[src/rtl/ah_pktconv_pkg.sv]
// Shared helpers for the narrow-to-wide packet converter: lane ratio,
// ceil-log2 and index-width functions used to size counters and pointers.
`timescale 1ns/1ps
package ah_pktconv_pkg;

    // Number of narrow beats packed into one wide word (ceil(out_w/in_w)).
    function automatic int ratio(input int in_w, input int out_w);
        return (out_w + in_w - 1) / in_w;
    endfunction

    // Ceiling log2; clog2(1) = 0.
    function automatic int clog2(input int v);
        int r;
        r = 0;
        while ((1 << r) < v) r = r + 1;
        return r;
    endfunction

    // Width of an index that addresses n entries, never narrower than 1 bit.
    function automatic int idx_w(input int n);
        return (n <= 1) ? 1 : clog2(n);
    endfunction

endpackage

[src/rtl/ah_packet_converter_n2w_cdt_fifo.sv]
// ah_credit_fifo: DEPTH x W synchronous FIFO with show-ahead read data.
// A pop in the same cycle as a push to a full FIFO frees the slot first,
// so that push is accepted; a push that finds no room raises overflow.
`timescale 1ns/1ps
module ah_credit_fifo
    import ah_pktconv_pkg::*;
#(
    parameter int DEPTH = 4,
    parameter int W     = 10
) (
    input  logic         clk,
    input  logic         rst,
    input  logic         push,
    input  logic         pop,
    input  logic [W-1:0] wdata,
    output logic [W-1:0] rdata,
    output logic         full,
    output logic         empty,
    output logic         overflow
);
    localparam int PTR_W = idx_w(DEPTH);
    localparam int CNT_W = clog2(DEPTH + 1);
    localparam logic [PTR_W-1:0] PTR_LAST = PTR_W'(DEPTH - 1);
    localparam logic [CNT_W-1:0] CNT_FULL = CNT_W'(DEPTH);

    logic [W-1:0]     mem [DEPTH];
    logic [PTR_W-1:0] wr_ptr_q, wr_ptr_d, rd_ptr_q, rd_ptr_d;
    logic [CNT_W-1:0] count_q, count_d;
    logic             push_ok, pop_ok;

    assign full  = (count_q == CNT_FULL);
    assign empty = (count_q == '0);
    assign rdata = mem[rd_ptr_q];

    // Accept/advance decisions and next pointer/occupancy values.
    always_comb begin
        // NOTE: every output of a combinational block gets a default first, so no latch can be inferred.
        pop_ok   = pop && !empty;
        push_ok  = push && (!full || pop_ok);
        overflow = push && !push_ok;
        wr_ptr_d = wr_ptr_q;
        rd_ptr_d = rd_ptr_q;
        if (push_ok) wr_ptr_d = (wr_ptr_q == PTR_LAST) ? '0 : wr_ptr_q + 1'b1;
        if (pop_ok)  rd_ptr_d = (rd_ptr_q == PTR_LAST) ? '0 : rd_ptr_q + 1'b1;
        count_d = count_q + CNT_W'(push_ok) - CNT_W'(pop_ok);
    end

    // Pointer and occupancy registers.
    always_ff @(posedge clk or posedge rst) begin
        // NOTE: sequential state uses non-blocking assignments so all flops update together at the edge.
        if (rst) begin
            wr_ptr_q <= '0;
            rd_ptr_q <= '0;
            count_q  <= '0;
        end else begin
            wr_ptr_q <= wr_ptr_d;
            rd_ptr_q <= rd_ptr_d;
            count_q  <= count_d;
        end
    end

    // Storage array write port.
    always_ff @(posedge clk) begin
        // NOTE: the storage array has no reset; occupancy is tracked by count_q, so stale entries are never read.
        if (push_ok) mem[wr_ptr_q] <= wdata;
    end

endmodule

[src/rtl/ah_packet_converter_n2w_cdt.sv]
// ah_packet_converter_n2w_cdt: packs RATIO narrow beats from a credit-fed
// input FIFO into one wide word, emitted only while a downstream credit is held.
// Optional feature macro AH_PKTCONV_FLUSH_EN adds wlast (early word close)
// and rkeep (filled-lane mask).
`timescale 1ns/1ps
module ah_packet_converter_n2w_cdt
    import ah_pktconv_pkg::*;
#(
    parameter int IN_W      = 10,
    parameter int OUT_W     = 15,
    parameter int IN_DEPTH  = 4,
    parameter int RCREDITS  = 2,
    parameter int LSB_FIRST = 1
) (
    input  logic                            clk,
    input  logic                            rst,
    input  logic [IN_W-1:0]                 wdata,
    input  logic                            wvalid,
`ifdef AH_PKTCONV_FLUSH_EN
    input  logic                            wlast,
    output logic [ratio(IN_W, OUT_W)-1:0]   rkeep,
`endif
    output logic                            wcredit,
    output logic [OUT_W-1:0]                rdata,
    output logic                            rvalid,
    input  logic                            rcredit,
    output logic                            err
);
    localparam int RATIO  = ratio(IN_W, OUT_W);
    localparam int LANE_W = idx_w(RATIO);
    localparam int CRED_W = clog2(RCREDITS + 1);
    localparam int PAD    = RATIO * IN_W - OUT_W;
    localparam logic [LANE_W-1:0] LAST_LANE = LANE_W'(RATIO - 1);
    localparam logic [CRED_W-1:0] CRED_MAX  = CRED_W'(RCREDITS);
`ifdef AH_PKTCONV_FLUSH_EN
    localparam int FW = IN_W + 1;
`else
    localparam int FW = IN_W;
`endif

    logic [FW-1:0]     fifo_din, fifo_dout;
    logic              fifo_full, fifo_empty, fifo_ovf;
    logic [IN_W-1:0]   head_beat;
    logic              closes, pop, emit, cred_ovf;
    logic [IN_W-1:0]   acc_q [RATIO];
    logic [IN_W-1:0]   lane_val [RATIO];
    logic [OUT_W-1:0]  word;
    logic [RATIO-1:0]  keep;

    logic [LANE_W-1:0] lane_q, lane_d;
    logic [CRED_W-1:0] credit_cnt_q, credit_cnt_d;
    logic [OUT_W-1:0]  rdata_q, rdata_d;
    logic [RATIO-1:0]  rkeep_q, rkeep_d;
    logic              rvalid_q, rvalid_d, wcredit_q, wcredit_d, err_q, err_d;

`ifdef AH_PKTCONV_FLUSH_EN
    assign fifo_din = {wlast, wdata};
    assign closes   = (lane_q == LAST_LANE) || fifo_dout[IN_W];
    assign rkeep    = rkeep_q;
`else
    assign fifo_din = wdata;
    assign closes   = (lane_q == LAST_LANE);
`endif
    assign head_beat = fifo_dout[IN_W-1:0];

    ah_credit_fifo #(.DEPTH(IN_DEPTH), .W(FW)) u_fifo (
        .clk      (clk),
        .rst      (rst),
        .push     (wvalid),
        .pop      (pop),
        .wdata    (fifo_din),
        .rdata    (fifo_dout),
        .full     (fifo_full),
        .empty    (fifo_empty),
        .overflow (fifo_ovf)
    );

    // A word-closing beat is only popped while a credit is held.
    assign pop  = !fifo_empty && (!closes || (credit_cnt_q != '0));
    assign emit = pop && closes;

    // Assemble the outgoing word: filled lanes, the closing beat, zero above.
    always_comb begin
        word = '0;
        keep = '0;
        for (int i = 0; i < RATIO; i++) begin
            if (LANE_W'(i) < lane_q)       lane_val[i] = acc_q[i];
            else if (LANE_W'(i) == lane_q) lane_val[i] = head_beat;
            else                           lane_val[i] = '0;
            keep[i] = (LANE_W'(i) <= lane_q);
        end
        for (int b = 0; b < OUT_W; b++) begin
            if (LSB_FIRST != 0) word[b] = lane_val[b / IN_W][b % IN_W];
            else                word[b] = lane_val[RATIO - 1 - (b + PAD) / IN_W][(b + PAD) % IN_W];
        end
    end

    // Next-state for lane, credit counter, sticky error and output registers.
    always_comb begin
        lane_d       = lane_q;
        credit_cnt_d = credit_cnt_q;
        cred_ovf     = 1'b0;
        if (pop) lane_d = emit ? '0 : lane_q + 1'b1;
        case ({rcredit, emit})
            2'b10: begin
                if (credit_cnt_q == CRED_MAX) cred_ovf = 1'b1;
                else                          credit_cnt_d = credit_cnt_q + 1'b1;
            end
            2'b01:   credit_cnt_d = credit_cnt_q - 1'b1;
            default: credit_cnt_d = credit_cnt_q;
        endcase
        err_d     = err_q || fifo_ovf || cred_ovf;
        wcredit_d = pop;
        rvalid_d  = emit;
        rdata_d   = emit ? word : rdata_q;
        rkeep_d   = emit ? keep : rkeep_q;
    end

    // Control and output registers.
    always_ff @(posedge clk or posedge rst) begin
        if (rst) begin
            lane_q       <= '0;
            credit_cnt_q <= CRED_MAX;
            err_q        <= 1'b0;
            wcredit_q    <= 1'b0;
            rvalid_q     <= 1'b0;
            rdata_q      <= '0;
            rkeep_q      <= '0;
        end else begin
            lane_q       <= lane_d;
            credit_cnt_q <= credit_cnt_d;
            err_q        <= err_d;
            wcredit_q    <= wcredit_d;
            rvalid_q     <= rvalid_d;
            rdata_q      <= rdata_d;
            rkeep_q      <= rkeep_d;
        end
    end

    // Partial-word lane storage; lane_q alone marks which lanes are valid.
    always_ff @(posedge clk) begin
        if (pop && !closes) acc_q[lane_q] <= head_beat;
    end

    assign wcredit = wcredit_q;
    assign rvalid  = rvalid_q;
    assign rdata   = rdata_q;
    assign err     = err_q;

endmodule
[config.mk]
export PLATFORM = sky130hd
export DESIGN_NAME = ah_packet_converter_n2w_cdt
export DESIGN_NICKNAME = d
export VERILOG_FILES = /design/src/rtl/ah_pktconv_pkg.sv /design/src/rtl/ah_packet_converter_n2w_cdt_fifo.sv /design/src/rtl/ah_packet_converter_n2w_cdt.sv
export SDC_FILE = /design/constraint.sdc
export NUM_CORES = 1
export LEC_CHECK = 0
export CAP_MARGIN = 0
export CORE_MARGIN = 1
export CORE_UTILIZATION = 55
export DETAILED_ROUTE_END_ITERATION = 16
export PLACE_DENSITY = 0.8
export SETUP_SLACK_MARGIN = 0.05
export SLEW_MARGIN = 20
export SYNTH_ARGS = -nofsm -noshare
export SYNTH_HDL_FRONTEND = slang
export SYNTH_HIERARCHICAL = 1
export SYNTH_SLANG_ARGS = --single-unit
[constraint.sdc]
create_clock -name clk -period 3.14 [get_ports clk]
set_input_delay 0.471 -clock clk [delete_from_list [all_inputs] [get_ports clk]]
set_output_delay 0.471 -clock clk [all_outputs]
set_load 0.03 [all_outputs]
After elaboration in Yosys (flattened, before gate mapping). Memory sizes are Yosys's and may differ from the RTL's. A register that Yosys moved wholly into a read port is not among the register bits. Cells that the tools add are included.

Order comparisons: 2. Equality and inequality tests: 7. Reductions and logical operators: 18. Multiplexer cells: 15. Add/subtract/negate cells: 7.

Operator list (number): $mux W10 (2); $mux W5 (2); $eq A2 B2 Y1 const B (4); $mux W1 (7); $add A2 B1 Y2 const B (3); $logic_and A1 B1 Y1 (6); $mux W2 (3); $logic_not A1 Y1 (4); $logic_or A1 B1 Y1 (4); $pmux W2 S2 (1); $reduce_bool A2 Y1 (2); $add A3 B1 Y3 (1); $eq A3 B3 Y1 const B (1); $logic_not A3 Y1 (1); $sub A3 B1 Y3 (1); $eq A2 B1 Y1 const B (1); $lt A1 B1 Y1 const A (2); $ne A2 B2 Y1 const B (1); $reduce_and A2 Y1 (1); $sub A2 B1 Y2 const B (1); $add A1 B1 Y1 const B (1).

Output and inout port bits: 18. Memory bits (writable): 60. Logic and storage cells: 60. Register bits after elaboration: 28. Memories: 2.

Memories: u_fifo.mem (words 4, bits a word 10, read ports 1, clocked after Yosys merged registers in 0, wr ports 1, line ah_packet_converter_n2w_cdt_fifo.sv:26) `logic [W-1:0] mem [DEPTH];`; acc_q (words 2, bits a word 10, read ports 2, clocked after Yosys merged registers in 1, wr ports 1, line ah_packet_converter_n2w_cdt.sv:45) `logic [IN_W-1:0] acc_q [RATIO];`.

Logic depth before layout (Yosys ltp).
Depth after elaboration: 10. Mapped depth: 9. Gate-level depth less buffers: 9.

Modules after synthesis. The synthesis kept the hierarchy.

By module, submodules not included: ah_credit_fifo (sequential area each 1376.3 um^2, cells an instance 90, times used 1, area each 1891.8 um^2); ah_packet_converter_n2w_cdt (sequential area each 827.0 um^2, cells an instance 66, times used 1, area each 1174.9 um^2).

Worst setup path after synthesis. No wires, ideal clock.

Path kind: reg2reg. Start point: reg u_fifo.count_q[1]. End point: reg u_fifo.count_q[2]. Path slack: 0.797 ns. Data required time: 3.017 ns. Cell stages (with the launch flop): 10. Data arrival time: 2.220 ns. Buffers on the path: 0. Path through: dfrtp_1 nor3_1 a21oi_1 o31ai_1 or2_2 a21bo_2 ha_1 fa_1 xor2_1 xnor2_1.

Word-level cells in the longest chain between the ends: 8. Elaborated cells between the ends (all ways): 10. Those cells by class: add/sub (2); eq/ne (1); reduce/logical (7).

RTL lines: from (decl) (line ah_packet_converter_n2w_cdt_fifo.sv:28) `logic [CNT_W-1:0] count_q, count_d;`; from (signal assigned) (line ah_packet_converter_n2w_cdt_fifo.sv:58) `count_q <= count_d;`; $logic_not A3 Y1 (*) (line ah_packet_converter_n2w_cdt_fifo.sv:32) `assign empty = (count_q == '0);`; net fifo_empty (line ah_packet_converter_n2w_cdt.sv:42) `logic fifo_full, fifo_empty, fifo_ovf;`; $logic_not A1 Y1 (*) (line ah_packet_converter_n2w_cdt.sv:79) `assign pop = !fifo_empty && (!closes || (credit_cnt_q != '0));`; $logic_and A1 B1 Y1 (*) (line ah_packet_converter_n2w_cdt.sv:79); net pop (line ah_packet_converter_n2w_cdt.sv:44) `logic closes, pop, emit, cred_ovf;`; $logic_and A1 B1 Y1 (*) (line ah_packet_converter_n2w_cdt_fifo.sv:38) `pop_ok = pop && !empty;`; $logic_or A1 B1 Y1 (line ah_packet_converter_n2w_cdt_fifo.sv:39) `push_ok = push && (!full || pop_ok);`; $logic_and A1 B1 Y1 (line ah_packet_converter_n2w_cdt_fifo.sv:39); $add A3 B1 Y3 (line ah_packet_converter_n2w_cdt_fifo.sv:45) `count_d = count_q + CNT_W'(push_ok) - CNT_W'(pop_ok);`; $sub A3 B1 Y3 (*) (line ah_packet_converter_n2w_cdt_fifo.sv:45); net u_fifo.count_d[2] (line ah_packet_converter_n2w_cdt_fifo.sv:28).

Mark *: on every way through the listed nets, which the timed path passes. The rest lies on a longest branch. A chain may end at the register's enable or synchronous reset.

Worst setup path after layout. Ends and elaborated chain as after synthesis.

==> results.txt <==
Syn avg cell area: 19.8 sq um
Share of layout cells above drive strength 1: 27.1%
Worst vdd ir: 0.519 mV
FF-to-FF path depth: 9
Worst Setup Slack post-DPL: 540 ps
CTS H-tree lvls: 3
Wire length on met2: 2380 um
CP delay by family, top: simple AND/OR/NAND/NOR gates
Buffer and inverter count on the worst path: 0
Setup repair after global routing missed its margin: false
Slowest library cell on the worst path: dfrtp_1
Data required time at the worst endpoint: 3350 ps
Final Cycle Share: 82.4%
Via count: 1423
Placeable Area: 5240 sq um
CTS Hold Bufs: 0
Port buffer count: 31
Max Cap Viol: 0
Period minus WS final: 2590 ps
Crit-path max cell delay: 440 ps
Highest metal layer with signal wires: met4
Post-CTS Repair Setup Buffers: 0
Final HPWL from detailed placement: 3190 um
Clock sink count: 78
Final Routed Wirelength: 4620 um
Area after DPL: 3430 sq um
Most common library cell in the layout ignoring fill and taps: edfxtp_1
Final Power: 4040 uW
WP depth: 9
Smallest hold slack: 401 ps
Vias in the first global route: 1557
Tot GR Track Use: 17.7%
Setup clock skew after layout: 4.90 ps
Number of antenna diodes: 0
Wire length of the first global-routing pass: 7650 um
Worst setup slack after layout: 552 ps
DRC violations left: 0
Outcome: complete, no violations
Final Max Tran Viols: 0
Post-Layout Inst Area: 3640 sq um
Clock latency at the later pin of the worst-skew pair: 340 ps
TritonCTS clock tree: done
Placer Congestion: 0.759
Nature of the critical path endpoint: flip-flop
Total met3 wirelength after detailed routing: 168 um
Kind of start point of the critical path: flip-flop
Summed instance area of the synthesized netlist: 3060 sq um
Total setup violations reported at the end of the flow: 0
Buffer depth of the longest clock path: 2
Die width: 76.6 um
Top Ports: 32
Initial antenna violation count: 0
Post-CTS sizing: 0
Die outline height: 76.6 um
NumNets Final: 215
Type of the worst setup path: reg -> reg
Detailed Route Iter0 Violations: 59
Crit-path cells: nor3_1 > a21oi_1 > o31ai_1 > or2_2 > a21bo_2 > ha_1 > fa_1 > xor2_1 > xnor2_1
Via-to-Cell Ratio: 5.29
Mapped Nets: 176
Clock transition at path regs: 70 ps
Relative slew slack: 45.9%
Post-route antenna net violation count: 0
Largest net degree at the start of global routing: 22
Multi-input gate area: 808 sq um
Number of hold violations in the final report: 0
Crit path max fanout: 5
Starting density of the core: 58.5%
F_max: 386 MHz
Signed area change from the synthesized netlist to the final layout: 18.8%
Clock buffers created by TritonCTS: 9
Setup total negative slack: 0 ps
Static Leak: 0.00136 uW
DR pass1 iterations: 5
CTS root buffer: clkbuf_8
Detailed-route wire length on metal 1: 1970 um
Power per cell area: 1110 nW/um^2
Slew of the pin with the lowest slew margin: 809 ps
Leading cell types in the layout, fill and taps excluded: edfxtp_1, clkdlybuf4s50_1, dfrtp_1
Site row count: 26
Fillers: 319
Worst Hold Class: in -> async
Remaining Overflow, GRT: 0
Die Outline Area: 5870 sq um
Sequential cell area in the final layout: 2200 sq um
Crit path arrival time: 2800 ps
Yosys warnings: 16
Number of cells produced by synthesis: 155
Avg WL per Cell: 17.2 um
## metal layers
metal	track usage, %	vias up
li1	-	667
met1	21.3	713
met2	29.5	32
met3	4.91	11
met4	9.04	0
met5	0	-
## layout make-up
class | count | share of cell area, %
timing repair buffer | 31 | 8.53
tap | 70 | 2.41
sequential | 78 | 60.6
inverter | 6 | 0.619
clock buffer | 12 | 3.71
multi-input combinational | 68 | 22.2
clock inverter | 4 | 1.96
## where the power goes
group	switching [uW]	leakage (uW)	total (uW)	internal, uW
Combinational	733	0.000473	1510	773
Sequential	244	0.000786	1760	1520
Clock	331	0.0000982	777	446
Total	1310	0.00136	4040	2730
## through the flow
stage	utilization, %	std cells
floorplan	-	155
global placement	65.5	253
detailed placement	65.5	253
CTS	69.5	269
global route	69.5	269
finish	69.5	269
## flip-flops by register name, indices dropped and copies added (netlist names)
name,count
u_fifo/count_q,3
closes,1
wcredit,1
u_fifo/mem,40
credit_cnt_q,2
rvalid,1
u_fifo/wr_ptr_q,2
rdata,15
acc_q,10
u_fifo/rd_ptr_q,2
err,1
## worst paths after layout
path	start	end	slack [ps]
max in group asynchronous	rst	rdata[1]	2030
worst min-delay path	rst	u_fifo/count_q[1]	400
worst min register to register	acc_q[0][8]	rdata[8]	480
worst max register to register	u_fifo/count_q[1]	u_fifo/count_q[2]	550
worst max-delay path	u_fifo/count_q[1]	u_fifo/count_q[2]	550
min in group clk	acc_q[0][8]	rdata[8]	480
(Power assumes the default switching activity.)
